<file path="src/rtl/ex_pkg.sv">
// Shared definitions for the execute stage: ALU opcodes, multiply FSM states
// and the control values that make up a pipeline bubble.
package ex_pkg;

  localparam logic [2:0] ALU_ADD   = 3'b000;
  localparam logic [2:0] ALU_SUB   = 3'b001;
  localparam logic [2:0] ALU_AND   = 3'b010;
  localparam logic [2:0] ALU_OR    = 3'b011;
  localparam logic [2:0] ALU_SLT   = 3'b100;
  localparam logic [2:0] ALU_NOR   = 3'b101;
  localparam logic [2:0] ALU_MUL   = 3'b110;
  localparam logic [2:0] ALU_PASSB = 3'b111;

  typedef enum logic [1:0] {
    S_IDLE = 2'd0,
    S_BUSY = 2'd1,
    S_DONE = 2'd2
  } mul_state_t;

  localparam logic [1:0] WB_BUBBLE  = 2'b00;
  localparam logic [2:0] MEM_BUBBLE = 3'b000;

endpackage

</file>
<file path="src/rtl/mul_iter.sv">
// Iterative shift-add multiplier, one partial product per cycle.
// Exposes its FSM state so the stage can derive stall and writeback timing.
module mul_iter
  import ex_pkg::*;
#(
  parameter int DATA_W    = 32,
  parameter int MUL_STEPS = DATA_W
) (
  input  logic              clk,
  input  logic              rst,
  input  logic              start,
  input  logic              abort,
  input  logic [DATA_W-1:0] a,
  input  logic [DATA_W-1:0] b,
  output mul_state_t        state,
  output logic [DATA_W-1:0] product
);

  localparam int CNT_W = $clog2(MUL_STEPS + 1);
  localparam logic [CNT_W-1:0] LAST_STEP = CNT_W'(MUL_STEPS - 1);

  mul_state_t        state_next;
  logic [DATA_W-1:0] mcand;
  logic [DATA_W-1:0] mplier;
  logic [DATA_W-1:0] acc;
  logic [CNT_W-1:0]  cnt;

  always_ff @(posedge clk or posedge rst) begin
    if (rst) state <= S_IDLE;
    else     state <= state_next;
  end

  always_comb begin
    state_next = state;
    case (state)
      S_IDLE:  if (start && !abort) state_next = S_BUSY;
      S_BUSY: begin
        if (abort)                 state_next = S_IDLE;
        else if (cnt == LAST_STEP) state_next = S_DONE;
      end
      S_DONE:  state_next = S_IDLE;
      default: state_next = S_IDLE;
    endcase
  end

  // Only the low DATA_W bits of the product are kept, so the shifted
  // multiplicand may simply drop its upper bits.
  always_ff @(posedge clk or posedge rst) begin
    if (rst) begin
      mcand  <= '0;
      mplier <= '0;
      acc    <= '0;
      cnt    <= '0;
    end else if (state == S_IDLE && start && !abort) begin
      mcand  <= a;
      mplier <= b;
      acc    <= '0;
      cnt    <= '0;
    end else if (state == S_BUSY && !abort) begin
      if (mplier[0]) acc <= acc + mcand;
      mcand  <= mcand << 1;
      mplier <= mplier >> 1;
      cnt    <= cnt + CNT_W'(1);
    end
  end

  assign product = acc;

endmodule

</file>
<file path="src/rtl/ex_mem_stage.sv">
// MIPS execute stage with the EX/MEM pipeline register; MULT is delegated
// to mul_iter and stalls the front of the pipe while it iterates.
module ex_mem_stage
  import ex_pkg::*;
#(
  parameter int DATA_W    = 32,
  parameter int MUL_STEPS = DATA_W
) (
  input  logic              clkEXMEM,
  input  logic              rstEXMEM,
  input  logic [1:0]        Wb1,
  input  logic [2:0]        Mem1,
  input  logic              RegDst,
  input  logic [2:0]        ALUOp,
  input  logic              ALUSrc,
  input  logic [DATA_W-1:0] tAdd,
  input  logic [DATA_W-1:0] tALU,
  input  logic [DATA_W-1:0] tMux32,
  input  logic [DATA_W-1:0] tACsl,
  input  logic [4:0]        tMux5_1,
  input  logic [4:0]        tMux5_2,
  input  logic              jump_out,
  input  logic              flush,
  output logic [1:0]        Wb2,
  output logic [2:0]        Mem2,
  output logic [DATA_W-1:0] BrTarget,
  output logic              Zero,
  output logic [DATA_W-1:0] ALURes,
  output logic [DATA_W-1:0] WrData,
  output logic [4:0]        WrReg,
  output logic              jump2,
  output logic              stall
);

  logic [DATA_W-1:0] b_op;
  logic [DATA_W-1:0] alu_res;
  logic [DATA_W-1:0] stage_res;
  logic [DATA_W-1:0] br_target;
  logic [DATA_W-1:0] product;
  logic [4:0]        wr_reg;
  logic              mul_start;
  mul_state_t        mul_state;

  assign b_op      = ALUSrc ? tACsl : tMux32;
  assign wr_reg    = RegDst ? tMux5_2 : tMux5_1;
  assign br_target = tAdd + {tACsl[DATA_W-3:0], 2'b00};

  always_comb begin
    alu_res = '0;
    case (ALUOp)
      ALU_ADD:   alu_res = tALU + b_op;
      ALU_SUB:   alu_res = tALU - b_op;
      ALU_AND:   alu_res = tALU & b_op;
      ALU_OR:    alu_res = tALU | b_op;
      ALU_SLT:   alu_res = {{(DATA_W-1){1'b0}}, ($signed(tALU) < $signed(b_op))};
      ALU_NOR:   alu_res = ~(tALU | b_op);
      ALU_PASSB: alu_res = b_op;
      default:   alu_res = '0;
    endcase
  end

  assign mul_start = (mul_state == S_IDLE) && (ALUOp == ALU_MUL) && !flush;
  assign stall     = !rstEXMEM && (mul_start || mul_state == S_BUSY);
  assign stage_res = (mul_state == S_DONE) ? product : alu_res;

  mul_iter #(
    .DATA_W   (DATA_W),
    .MUL_STEPS(MUL_STEPS)
  ) u_mul (
    .clk    (clkEXMEM),
    .rst    (rstEXMEM),
    .start  (mul_start),
    .abort  (flush),
    .a      (tALU),
    .b      (b_op),
    .state  (mul_state),
    .product(product)
  );

  // While a multiply is starting or iterating, downstream sees only bubbles.
  always_ff @(posedge clkEXMEM or posedge rstEXMEM) begin
    if (rstEXMEM) begin
      Wb2      <= '0;
      Mem2     <= '0;
      BrTarget <= '0;
      Zero     <= 1'b0;
      ALURes   <= '0;
      WrData   <= '0;
      WrReg    <= '0;
      jump2    <= 1'b0;
    end else if (flush || mul_start || mul_state == S_BUSY) begin
      Wb2      <= WB_BUBBLE;
      Mem2     <= MEM_BUBBLE;
      BrTarget <= '0;
      Zero     <= 1'b0;
      ALURes   <= '0;
      WrData   <= '0;
      WrReg    <= '0;
      jump2    <= 1'b0;
    end else begin
      Wb2      <= Wb1;
      Mem2     <= Mem1;
      BrTarget <= br_target;
      Zero     <= (stage_res == '0);
      ALURes   <= stage_res;
      WrData   <= tMux32;
      WrReg    <= wr_reg;
      jump2    <= jump_out;
    end
  end

endmodule

</file>
<file path="config.mk">
export PLATFORM = sky130hd
export DESIGN_NAME = ex_mem_stage
export DESIGN_NICKNAME = d
export VERILOG_FILES = /design/src/rtl/ex_pkg.sv /design/src/rtl/mul_iter.sv /design/src/rtl/ex_mem_stage.sv
export SDC_FILE = /design/constraint.sdc
export NUM_CORES = 1
export LEC_CHECK = 0
export BUFFER_PORTS_ARGS = -buffer_cell sky130_fd_sc_hd__buf_2
export CAP_MARGIN = 5
export CELL_PAD_IN_SITES_DETAIL_PLACEMENT = 1
export CELL_PAD_IN_SITES_GLOBAL_PLACEMENT = 2
export CORE_UTILIZATION = 35
export DETAILED_ROUTE_END_ITERATION = 7
export PLACE_DENSITY_LB_ADDON = 0.25
export SLEW_MARGIN = 20
export SYNTH_ARGS = -nofsm -noshare
export SYNTH_HDL_FRONTEND = slang
export SYNTH_SLANG_ARGS = --single-unit
</file>
<file path="constraint.sdc">
create_clock -name clkEXMEM -period 7.3 [get_ports clkEXMEM]
set_input_delay 0.73 -clock clkEXMEM [delete_from_list [all_inputs] [get_ports clkEXMEM]]
set_output_delay 0.73 -clock clkEXMEM [all_outputs]
set_load 0.01 [all_outputs]
</file>
==> summary.md <==
| Metric | Value |
|---|---|
| Clock Path Buffers | 3 |
| Pint | 2.73 mW |
| Final Hold Fails | 0 |
| R2r worst-path depth | 14 |
| Fin crit share | 0.700 |
| Sw Ratio | 0.376 |
| Worst EP required | 7780 ps |
| Max-Cap Viols | 0 |
| Area grow syn2layout | 17.1% |
| Worst Setup Path Type | in2reg |
| Die area | 0.0489 mm2 |
| Flops & latches, synth | between 200 and 250 |
| Max frequency | between 150 and 200 MHz |
| Slowest CP cell | a211oi_1 |
| Synth top area share | 0.316 |
| Die height | between 200 and 250 um |
| Row count | 79 |
| CTS tree | yes |
| Worst-Margin Slew | 983 ps |
| Initial Util | 0.358 |
| Layout cell share with drive strength beyond 1 | 0.171 |
| Ys flop type | dfrtp_1 |
| Via count of the routed design | between 15000 and 20000 |
| Mapped Area | 0.0168 mm2 |
| GR Util All Layers | 0.281 |
| Clock Tree Root | clkbuf_16 |
| Htree depth | 1 |
| Finished Core Util | 0.419 |
| CP cell instances | buf_2 > mux2i_1 > inv_1 > ha_1 > fa_1 > a211oi_1 > nor3_1 > or2_1 > a21o_1 > a221o_1 > a21oi_1 > nand4bb_1 > or4_1 > and4bb_1 > and4_1 > and3_1 |
| Most common cell in the netlist | nor2_1 |
| Sw Pwr | around 1.6 mW |
| Total gr overflow | 0 |
| Number of setup buffers added after CTS | 0 |
| IO Count | around 260 |
| Final min period | 5110 ps |
| Worst r2r dst | u_mul.product[30]$_DFFE_PP0P_ |
| Syn nets | 2307 |
| Global-route wire length before repair | 107000 um |
| Avg WL per Cell | 24.6 um |
| Post-DRT Antenna Nets | 0 |
| Residual DRC count | 0 |
| Die width | 221 um |
| Nets | 2539 |
| Initial antenna violation count | 0 |
| Top cells by area, synth | dfrtp_1 (32%), ha_1 (13%), nor2_1 (4.9%) |
| Pins Over Slew Limit | 0 |
| Sequential fraction of design power | 0.351 |
| Vias in the first global route | 17090 |
| Asr flop ratio synth | 1.00 |
| Clk sink count | 212 |
| Post-route setup TNS | 0 ps |
| Port Buf Inserts | 260 |
| Power Density | 222 mW/mm2 |
| Clock network fraction of total power | 0.292 |
| CP delay by family, top | simple AND/OR/NAND/NOR gates |
| Fin Hold WS | roughly 270 ps |
| Sequential area share after synthesis | 0.316 |
| Worst-Skew Late Latency | 560 ps |
| Maximum resistive drop on vdd | 0.165 mV |
| Number of synthesized flops with an enable pin | 0 |
| Post-Syn Instances | 1974 |
| Initial DRC count | 965 |
| RSZ-0062 raised after global routing | no |
| CP max FO | 16 |
| Outcome | complete, no violations |
| CP bufs+invs | 2 |
| Min-Delay Path Class | in2async |
| Post-synth cell types | 85 |
| R2R Setup Slk | ~3000 ps |
| Skew final | ~17 ps |
| Fillcell total | 5618 |
| Worst path max stage delay | 550 ps |
| Syn avg cell area | 8.52 um2 |
| Largest net degree at the start of global routing | 89 |
| Critical Path Source Type | input port |
| Worst Path Arrival | 5590 ps |
| Pre-Repair DR Iteration Count | 5 |
| Reg2reg start | u_mul.product[0]$_DFFE_PP0P_ |
| Power share of the combinational group | 0.357 |
| Dominant cell type by area after synthesis | dfrtp_1 |
| Type of destination of the critical path | flop |
| Floorplan core area | 0.0470 mm2 |
| Max-slew headroom | 0.344 |
| Register clock-pin slew on the reported worst setup and hold paths | 60 ps |
| Post-DR vias/cell | 5.82 |
| N_diodes | 0 |
| Placer Congestion | 0.961 |
| Setup violators final | 0 |
| Post-CTS resize count | 0 |
| Cts bufs inserted | 27 |
| Pleak | 9.85 nW |
| CTS Hold Bufs | 0 |
| Routed WL | around 70000 um |
| Synth top cells by count | nor2_1 (218), dfrtp_1 (212), ha_1 (177) |
| Synthesis warning total | 0 |
| HPWL Detailed | roughly 54000 um |
-- metrics by stage --
step / setup WS, ps / cells / total power [mW] / instance area (um2)
finish: 2190 / 2831 / 4.38 / 19700
global placement: 1870 / 2784 / 3.05 / 18900
global route: 1990 / 2831 / 4.64 / 19700
detailed placement: 1760 / 2784 / 3.10 / 18900
CTS: 2340 / 2831 / 4.40 / 19700
floorplan: 776 / 1974 / 2.55 / 16800
-- state kept, by name, summed over array words and instances (netlist names) --
signal         flops
ALURes            32
BrTarget          32
Mem2               3
Wb2                2
WrData            32
WrReg              5
Zero               1
jump2              1
u_mul.cnt          6
u_mul.mcand       32
u_mul.mplier      32
u_mul.product     32
u_mul.state        2
-- layout make-up --
| cell class | count | area (um2) | share of cell area |
|---|---|---|---|
| sequential | 212 | 5310 | 0.269 |
| clock buffer | 40 | 754 | 0.0383 |
| inverter | 110 | 420 | 0.0214 |
| timing repair buffer | 306 | 1650 | 0.0836 |
| multi-input combinational | 1549 | 10700 | 0.546 |
| tap | 607 | 759 | 0.0386 |
| clock inverter | 7 | 62.6 | 0.00318 |
-- cell usage in the layout (no fill, tap or decap), types with 19 or more instances in the layout --
cell type  synthesis  final
nand3_1           32     32
o21ai_0           98     98
xnor2_1           43     43
mux2i_1           55     55
a211oi_1          28     28
dfrtp_1          212    212
a21o_1            46     46
a221o_1           52     52
buf_4              0     46
inv_1            109    108
buf_2             11    260
nand2_1          168    168
nand2b_1          19     19
ha_1             177    177
and2_1            59     59
nor3_1            39     39
xor2_1            29     29
nor2_1           218    212
clkbuf_16          0     27
a22oi_1           35     35
a21oi_1          145    145
o21bai_1          24     24
-- power by group through the flow --
stage          logic (mW)  clock network (mW)  registers, mW
2_1_floorplan        1.03                   0           1.52
3_3_place_gp         1.50                   0           1.55
3_5_place_dp         1.54                   0           1.55
4_1_cts              1.56                1.31           1.54
5_1_grt              1.73                1.35           1.56
6_report             1.56                1.28           1.54
-- logic make-up (layout without fill, tap and decap cells) --
logic type	after synthesis	count (layout)	share of synthesized area
simple gates	648	648	0.184
xor+xnor	72	72	0.0375
mux	56	56	0.0334
compound gates	592	592	0.245
buf+inv	213	463	0.0488
flops	212	212	0.316
fa+ha+maj	181	181	0.136
-- layer usage --
metal | vias up | track usage | share of wire
met5 | - | 0 | 0
met4 | 0 | 0.0625 | 0.019
met3 | 80 | 0.0321 | 0.053
met2 | 488 | 0.463 | 0.45
met1 | 8330 | 0.394 | 0.47
li1 | 7580 | - | -
-- worst max path at each step --
| stage | start | end | slack [ps] | cells after the start |
|---|---|---|---|---|
| 6_report | ALUSrc | Zero$_DFF_PP0_ | 2190 | 16 |
| 4_1_cts | ALUSrc | Zero$_DFF_PP0_ | 2340 | 16 |
| 2_1_floorplan | rstEXMEM | ALURes[0]$_DFF_PP0_ | 780 | 1 |
| 3_3_place_gp | ALUSrc | Zero$_DFF_PP0_ | 1870 | 14 |
| 3_5_place_dp | ALUSrc | Zero$_DFF_PP0_ | 1760 | 16 |
| 5_1_grt | ALUSrc | Zero$_DFF_PP0_ | 1990 | 16 |
(Power assumes the default switching activity.)
